`config.mk`:
```
export PLATFORM = sky130hd
export DESIGN_NAME = mux2to1_stream
export DESIGN_NICKNAME = d
export VERILOG_FILES = /design/src/rtl/mux2to1_pkg.sv /design/src/rtl/mux2to1_stream_rr_arbiter2.sv /design/src/rtl/mux2to1_stream.sv
export SDC_FILE = /design/constraint.sdc
export NUM_CORES = 1
export LEC_CHECK = 0
export CAP_MARGIN = 10
export CORE_AREA = 2 2 39 41
export CTS_CLUSTER_SIZE = 8
export DETAILED_ROUTE_END_ITERATION = 7
export DIE_AREA = 0 0 41 43
export GPL_ROUTABILITY_DRIVEN = 0
export PLACE_DENSITY = 0.65
export SYNTH_ARGS = -nofsm -noshare
export SYNTH_HDL_FRONTEND = slang
export SYNTH_SLANG_ARGS = --single-unit
export TNS_END_PERCENT = 1
```
`constraint.sdc`:
```
create_clock -name clk -period 1.3 [get_ports clk]
set_input_delay 0.26 -clock clk [delete_from_list [all_inputs] [get_ports clk]]
set_output_delay 0.26 -clock clk [all_outputs]
set_load 0.02 [all_outputs]
```
`src/rtl/mux2to1_pkg.sv`:
```
// Shared constants for the 2-to-1 stream merge.
// Optional build macro MUX2TO1_FIXED_PRIO_EN (consumed in rr_arbiter2) selects
// fixed priority instead of round-robin.
package mux2to1_pkg;

  // Source indices as carried on sel_out and held in last_grant.
  localparam logic SRC0 = 1'b0;
  localparam logic SRC1 = 1'b1;

  // last_grant resets to source 1 so source 0 wins the first contention.
  localparam logic LAST_GRANT_RST = 1'b1;

  // Number of merged sources.
  localparam int unsigned NUM_SRC = 2;

  // Source index of a one-hot grant vector (zero grant maps to SRC0).
  function automatic logic gnt_to_idx(input logic [NUM_SRC-1:0] gnt);
    return gnt[1] ? SRC1 : SRC0;
  endfunction

endpackage

```
`src/rtl/mux2to1_stream_rr_arbiter2.sv`:
```
// Two-requester arbiter for mux2to1_stream.
// Build macro: MUX2TO1_FIXED_PRIO_EN
//   undefined : round-robin, last_grant register favours the other source
//   defined   : fixed priority, source 0 always wins, no state
// Ports:
//   clk, rst_n : clock, async active-low reset
//   req[1:0]   : request per source
//   advance    : a grant was consumed by a handshake this cycle
//   gnt[1:0]   : combinational one-hot grant, zero when no request
module rr_arbiter2
  import mux2to1_pkg::*;
(
  input  logic                 clk,
  input  logic                 rst_n,
  input  logic [NUM_SRC-1:0]   req,
  input  logic                 advance,
  output logic [NUM_SRC-1:0]   gnt
);

`ifdef MUX2TO1_FIXED_PRIO_EN

  // Stateless build: clock, reset and advance are intentionally unused.
  logic unused_sigs;
  assign unused_sigs = ^{clk, rst_n, advance};

  // Source 0 always wins contention.
  always_comb begin
    gnt = '0;
    if (req[0]) begin
      gnt = 2'b01;
    end else if (req[1]) begin
      gnt = 2'b10;
    end
  end

`else

  logic last_grant;

  // Fairness state only moves on a completed handshake.
  always_ff @(posedge clk or negedge rst_n) begin
    if (!rst_n) begin
      last_grant <= LAST_GRANT_RST;
    end else if (advance) begin
      last_grant <= gnt_to_idx(gnt);
    end
  end

  // On contention, grant the source that was not served last.
  always_comb begin
    gnt = '0;
    case (req)
      2'b01:   gnt = 2'b01;
      2'b10:   gnt = 2'b10;
      2'b11:   gnt = (last_grant == SRC1) ? 2'b01 : 2'b10;
      default: gnt = '0;
    endcase
  end

`endif

endmodule

```
`src/rtl/mux2to1_stream.sv`:
```
// Merges two valid/ready streams into one registered output stream.
// Build macro: MUX2TO1_FIXED_PRIO_EN (fixed priority instead of round-robin).
// Ports:
//   clk, rst_n                     : clock, async active-low reset
//   data_in0/valid_in0/ready_in0   : source 0 stream
//   data_in1/valid_in1/ready_in1   : source 1 stream
//   data_out/valid_out/ready_out   : merged output stream (registered)
//   sel_out                        : source index of the word in data_out
module mux2to1_stream
  import mux2to1_pkg::*;
#(
  parameter int unsigned WIDTH = 4
) (
  input  logic             clk,
  input  logic             rst_n,
  input  logic [WIDTH-1:0] data_in0,
  input  logic             valid_in0,
  output logic             ready_in0,
  input  logic [WIDTH-1:0] data_in1,
  input  logic             valid_in1,
  output logic             ready_in1,
  output logic [WIDTH-1:0] data_out,
  output logic             valid_out,
  input  logic             ready_out,
  output logic             sel_out
);

  logic [NUM_SRC-1:0] gnt;
  logic               can_load;
  logic               advance;

  // Output register can accept a word when empty or being drained.
  assign can_load = !valid_out || ready_out;

  // A grant always implies the matching valid, so ready is the handshake.
  assign ready_in0 = can_load && gnt[0];
  assign ready_in1 = can_load && gnt[1];
  assign advance   = ready_in0 || ready_in1;

  rr_arbiter2 u_arb (
    .clk     (clk),
    .rst_n   (rst_n),
    .req     ({valid_in1, valid_in0}),
    .advance (advance),
    .gnt     (gnt)
  );

  // One-entry output stage; data/sel hold their value after drain.
  always_ff @(posedge clk or negedge rst_n) begin
    if (!rst_n) begin
      data_out  <= '0;
      sel_out   <= SRC0;
      valid_out <= 1'b0;
    end else if (advance) begin
      data_out  <= gnt[1] ? data_in1 : data_in0;
      sel_out   <= gnt_to_idx(gnt);
      valid_out <= 1'b1;
    end else if (ready_out) begin
      valid_out <= 1'b0;
    end
  end

endmodule

```
## After elaboration in Yosys (flattened, before gate mapping)

Cells that the tools add are included.

| word-level totals | value |
|---|---|
| register bits | 7 |
| input bits | 13 |

| cells by class | value |
|---|---|
| muxes and demuxes | 6 |
| reduce and logical (&&, ||, !) cells | 6 |
| eq/ne operators | 3 |

Operators by type and width:

| kind | count |
|---|---|
| 2-bit one-hot mux with 3 select lines | 1 |
| 2-bit == test (second input constant) | 2 |
| 4-bit 2-to-1 mux | 1 |
| 1-bit 2-to-1 mux | 3 |
| 2-bit by 1-bit == test with 1-bit output (second input constant) | 1 |
| 1-bit logical AND | 2 |
| 1-bit logical OR | 2 |
| 2-bit 2-to-1 mux | 1 |
| 2-bit nonzero test | 1 |
| 1-bit logical NOT | 1 |

## Logic depth before layout (Yosys ltp)

| logic depth | value |
|---|---|
| depth after elaboration | 5 |
| gate-level depth with buffers | 3 |
| depth with buffers taken out | 3 |

## Cells and area by module

A second synthesis with hierarchy kept.

| second synthesis, totals | value |
|---|---|
| cells, all modules | 27 |
| area, all modules | 347.8 µm² |

Modules (own cells, without submodules):

| module | sequential area each (µm²) | area each (µm²) | cells each | instances |
|---|---|---|---|---|
| mux2to1_stream | 150.1 | 284.0 | 22 | 1 |
| rr_arbiter2 | 26.3 | 63.8 | 5 | 1 |

## Worst setup path before layout

Ideal clock, no wire load.

| timing path | value |
|---|---|
| path type | register to register |
| start | reg u_arb.last_grant |
| end | reg data_out[0] |
| clock period less this slack | 1.360 ns |
| library setup time | 0.125 ns |
| data required time | 1.175 ns |
| setup slack | -0.060 ns |
| cell stages (with the launch flop) | 4 |
| path buffers | 0 |
| arrival time | 1.235 ns |
| path through | dfstp_2 -> a21bo_4 -> mux2_4 -> mux2_2 |

| between the ends | value |
|---|---|
| longest elaborated chain between the ends | 4 |
| elaborated cells between the ends (all ways) | 6 |

RTL lines:

| element | RTL line | RTL |
|---|---|---|
| from (decl) | mux2to1_stream_rr_arbiter2.sv:38 | `logic last_grant;` |
| from (signal assigned) | mux2to1_stream_rr_arbiter2.sv:45 | `last_grant <= gnt_to_idx(gnt);` |
| 2-bit 2-to-1 mux (*) | mux2to1_stream_rr_arbiter2.sv:55 | `2'b11: gnt = (last_grant == SRC1) ? 2'b01 : 2'b10;` |
| 2-bit one-hot mux with 3 select lines (*) | mux2to1_stream_rr_arbiter2.sv:52 | `case (req)` |
| 1-bit logical AND (on tied branches) | mux2to1_stream.sv:36, mux2to1_stream.sv:37 |  |
| 1-bit logical OR | mux2to1_stream.sv:38 | `assign advance = ready_in0 \|\| ready_in1;` |
| to (signal assigned) | mux2to1_stream.sv:55 | `data_out <= gnt[1] ? data_in1 : data_in0;` |
| to (decl) | mux2to1_stream.sv:22 | `output logic [WIDTH-1:0] data_out,` |

Every way passes the cells marked *; elsewhere a longest branch is shown, timed or not.
A chain may end at the register's enable or synchronous reset.

## Worst setup path after layout

| timing path | value |
|---|---|
| start | reg u_arb.last_grant |
| end | out ready_in1 |

| between the ends | value |
|---|---|
| longest elaborated chain between the ends | 3 |

RTL lines:

| element | RTL line | RTL |
|---|---|---|
| 2-bit 2-to-1 mux | mux2to1_stream_rr_arbiter2.sv:55 |  |
| 2-bit one-hot mux with 3 select lines | mux2to1_stream_rr_arbiter2.sv:52 |  |
| 1-bit logical AND | mux2to1_stream.sv:37 | `assign ready_in1 = can_load && gnt[1];` |
| to (decl) | mux2to1_stream.sv:21 | `output logic ready_in1,` |

No other way between the ends.

==> impl_metrics.csv <==
group,metric,value,unit
power,p_sw_share,29.4,%
hold_path,hp-class,"input pin to asynchronous set/reset pin",
yosys,ys_ff_latch,7,
yosys,synth_compound_area_share,12.8,%
power,power_density,1190,nW/um^2
die,die_area,1760,um^2
global_route,grt_max_degree,8,
critical_path,r2r_cells,4,
yosys,synth-simple-area-share,6.38,%
finish,drive_gt1_share,48.3,%
critical_path,cp.required,1.04,ns
finish,post-route-util,49.2,%
placement,portBuffers,20,
die,die_w,41,um
clocking,cts_buffer_depth,2,
critical_path,r2r_start,"u_arb.last_grant$_DFFE_PN1P_",
power,switching_power,0.238,mW
drt,wl_per_cell,9.97,um
die,start_util,25.5,%
clocking,clock_latency,0.25,ns
drt,viasPerCell,4.30,
finish,multi_input_area,191,um^2
power,p_int,0.571,mW
critical_path,r2r_end,"data_out[3]$_DFFE_PN0P_",
finish,n_antenna_cell,0,
sta,hold_viol_final,0,
yosys,yosys_warnings,0,
yosys,synthAdderAreaFrac,0,%
die,die_h,43,um
power,leakage,0.335,nW
yosys,ys_seq_area_share,50.0,%
drt,vias,327,
power,pwr-share-comb,39.9,%
yosys,synth_nets,39,
yosys,synth_mux_area_share,29.8,%
finish,nFillCells,130,
yosys,synth_cells,26,
outcome,violations,"setup timing",
yosys,yosysUniqueCellTypes,13,
placement,hpwlAfterDp,578,um
finish,area_delta_synth_final,92.9,%
sta,tightest_slew,0.329,ns
clocking,root_buffer,"clkbuf_4",
clocking,clk_pin_slew,0.06,ns
yosys,netlist_area,353,um^2
drt,drt-total-wl,758,um
finish,regArea,176,um^2
clocking,cts_max_level,1,
die,num_rows,14,
yosys,synth_area_per_cell,13.6,um^2
global_route,antenna_found_initial,0,
die,io-pin-count,21,
outcome,status,"finished with violations",
critical_path,crit_type,"flip-flop to output port",
critical_path,crit_path_max_fanout,2,
clocking,cts_sinks,7,
power,peakVddDrop,0.000527,V
sta,tns,-1.05,ns
critical_path,crit_path_start_kind,"flip-flop",
sta,setup_slack,-0.206,ns
sta,final_max_slew_viol_count,0,
sta,slew-limit-headroom,78.0,%
critical_path,cp.arrival,1.25,ns
yosys,synth_xor_area_share,0,%
sta,finalCritPeriodShare,116,%
critical_path,rrSetupSlack,-0.16,ns
sta,rsz0062_at_grt,"yes",
sta,fin_crit,1.51,ns
global_route,track_usage,10.4,%
job,cap_violations,0,
critical_path,cp-end-kind,"output port",
clocking,cts_tree,"built",
finish,layout.nets,74,
global_route,first_global_vias,292,
drt,dr.pass1.iters,4,
global_route,grt-ovfl-total,0,
drt,drt_iter0_drc,6,
drt,antenna_left,0,
power,seqPwrFrac,35.8,%
clocking,numCtsBuffers,3,
drt,drcViolationCount,0,
sta,max_freq,664,MHz
yosys,synth_top_family_by_area,"multiplexers",
sta,skew,0.00463,ns
power,clockPowerShare,24.3,%
global_route,grt_first_pass_wirelength,1190,um
sta,final-setup-viol-count,7,
die,core_area,1380,um^2
## repair_timing
action | 4_1_cts | 5_1_grt
hold buffers | 0 | 0
pin swaps | 1 | 0
setup buffers | 1 | 2
gates resized for setup | 24 | 0
setup endpoints to repair | 12 | 6
## worst max-delay path by stage
stage / start / to / slack, ns / depth (start not counted)
final: u_arb.last_grant$_DFFE_PN1P_ / ready_in1 / -0.21 / 3
after global routing: u_arb.last_grant$_DFFE_PN1P_ / ready_in1 / -0.23 / 3
after CTS: u_arb.last_grant$_DFFE_PN1P_ / ready_in1 / -0.23 / 3
after detailed placement: valid_in1 / ready_in1 / -0.74 / 4
after global placement: valid_in1 / ready_in1 / -0.74 / 4
after floorplan: u_arb.last_grant$_DFFE_PN1P_ / data_out[0]$_DFFE_PN0P_ / -0.05 / 3
## through the flow
step | worst slack [ns] | instances | cell area (um^2) | power [mW] | hold slack, ns
2_1_floorplan | -0.0542 | 26 | 353 | 0.444 | -0.0356
3_3_place_gp | -0.740 | 69 | 626 | 0.614 | 0.463
3_5_place_dp | -0.740 | 69 | 626 | 0.619 | 0.474
4_1_cts | -0.229 | 74 | 666 | 0.809 | 0.274
5_1_grt | -0.232 | 76 | 681 | 0.857 | 0.290
6_report | -0.206 | 76 | 681 | 0.810 | 0.273
## worst max-delay path, stage by stage (launching register included)
cell and delay (ns):
dfstp_2 0.54, a21bo_4 0.11, and2b_2 0.22, buf_6 0.13
## routing by layer
layer / track usage (%) / vias to the layer above / wire, um
li1: - / 160 / -
met1: 13.3 / 148 / 321
met2: 14.1 / 19 / 365
met3: 3.14 / 0 / 71
met4: 8.00 / 0 / 0
met5: 0 / - / 0
## cell families after synthesis
family | after synthesis
muxes | 8
buffers and inverters | 1
and+or+nand+nor | 4
AOI/OAI and AO/OA | 6
DFF | 7
## flip-flops by register name, indices dropped and copies added, names as in the netlist
register	flops
sel_out	1
data_out	4
u_arb.last_grant	1
valid_out	1
## layout by cell type (no fill, tap or decap), drive strengths merged
cell,netlist,final
mux2,8,8
clkbuf,0,4
a31oi,1,1
inv,1,1
dfstp,1,1
dfrtp,6,6
and2b,1,1
buf,0,12
a21o,1,1
o21ai,1,1
dlygate4sd2,0,9
a21bo,1,1
nand2b,1,1
a21oi,2,2
clkdlybuf4s50,0,9
nand2,2,2
## power by group through the flow
stage	Sequential, mW	Clock, mW	Combinational [mW]
after CTS	0.293	0.206	0.309
after detailed placement	0.296	0	0.323
after global placement	0.294	0	0.319
after global routing	0.296	0.217	0.344
after floorplan	0.339	0	0.105
final	0.290	0.197	0.323
## synthesized netlist by cell type
cell type	n	area share, %
dfrtp_1	6	43
a21oi_1	2	2.8
nand2b_1	1	1.8
dfstp_2	1	7.4
mux2_2	4	13
inv_1	1	1.1
a21o_1	1	2.1
and2b_2	1	2.5
a21bo_4	1	4.6
a31oi_1	1	1.8
mux2_4	4	17
o21ai_1	1	1.4
nand2_1	2	2.1
## layout make-up
type,instances,share of cell area (%)
Clock buffer,4,3.86
Inverter,1,0.551
Timing Repair Buffer,30,38.6
Multi-Input combinational cell,18,28.1
Tap cell,16,2.94
Sequential cell,7,25.9
Power figures use the tool's default switching activity.
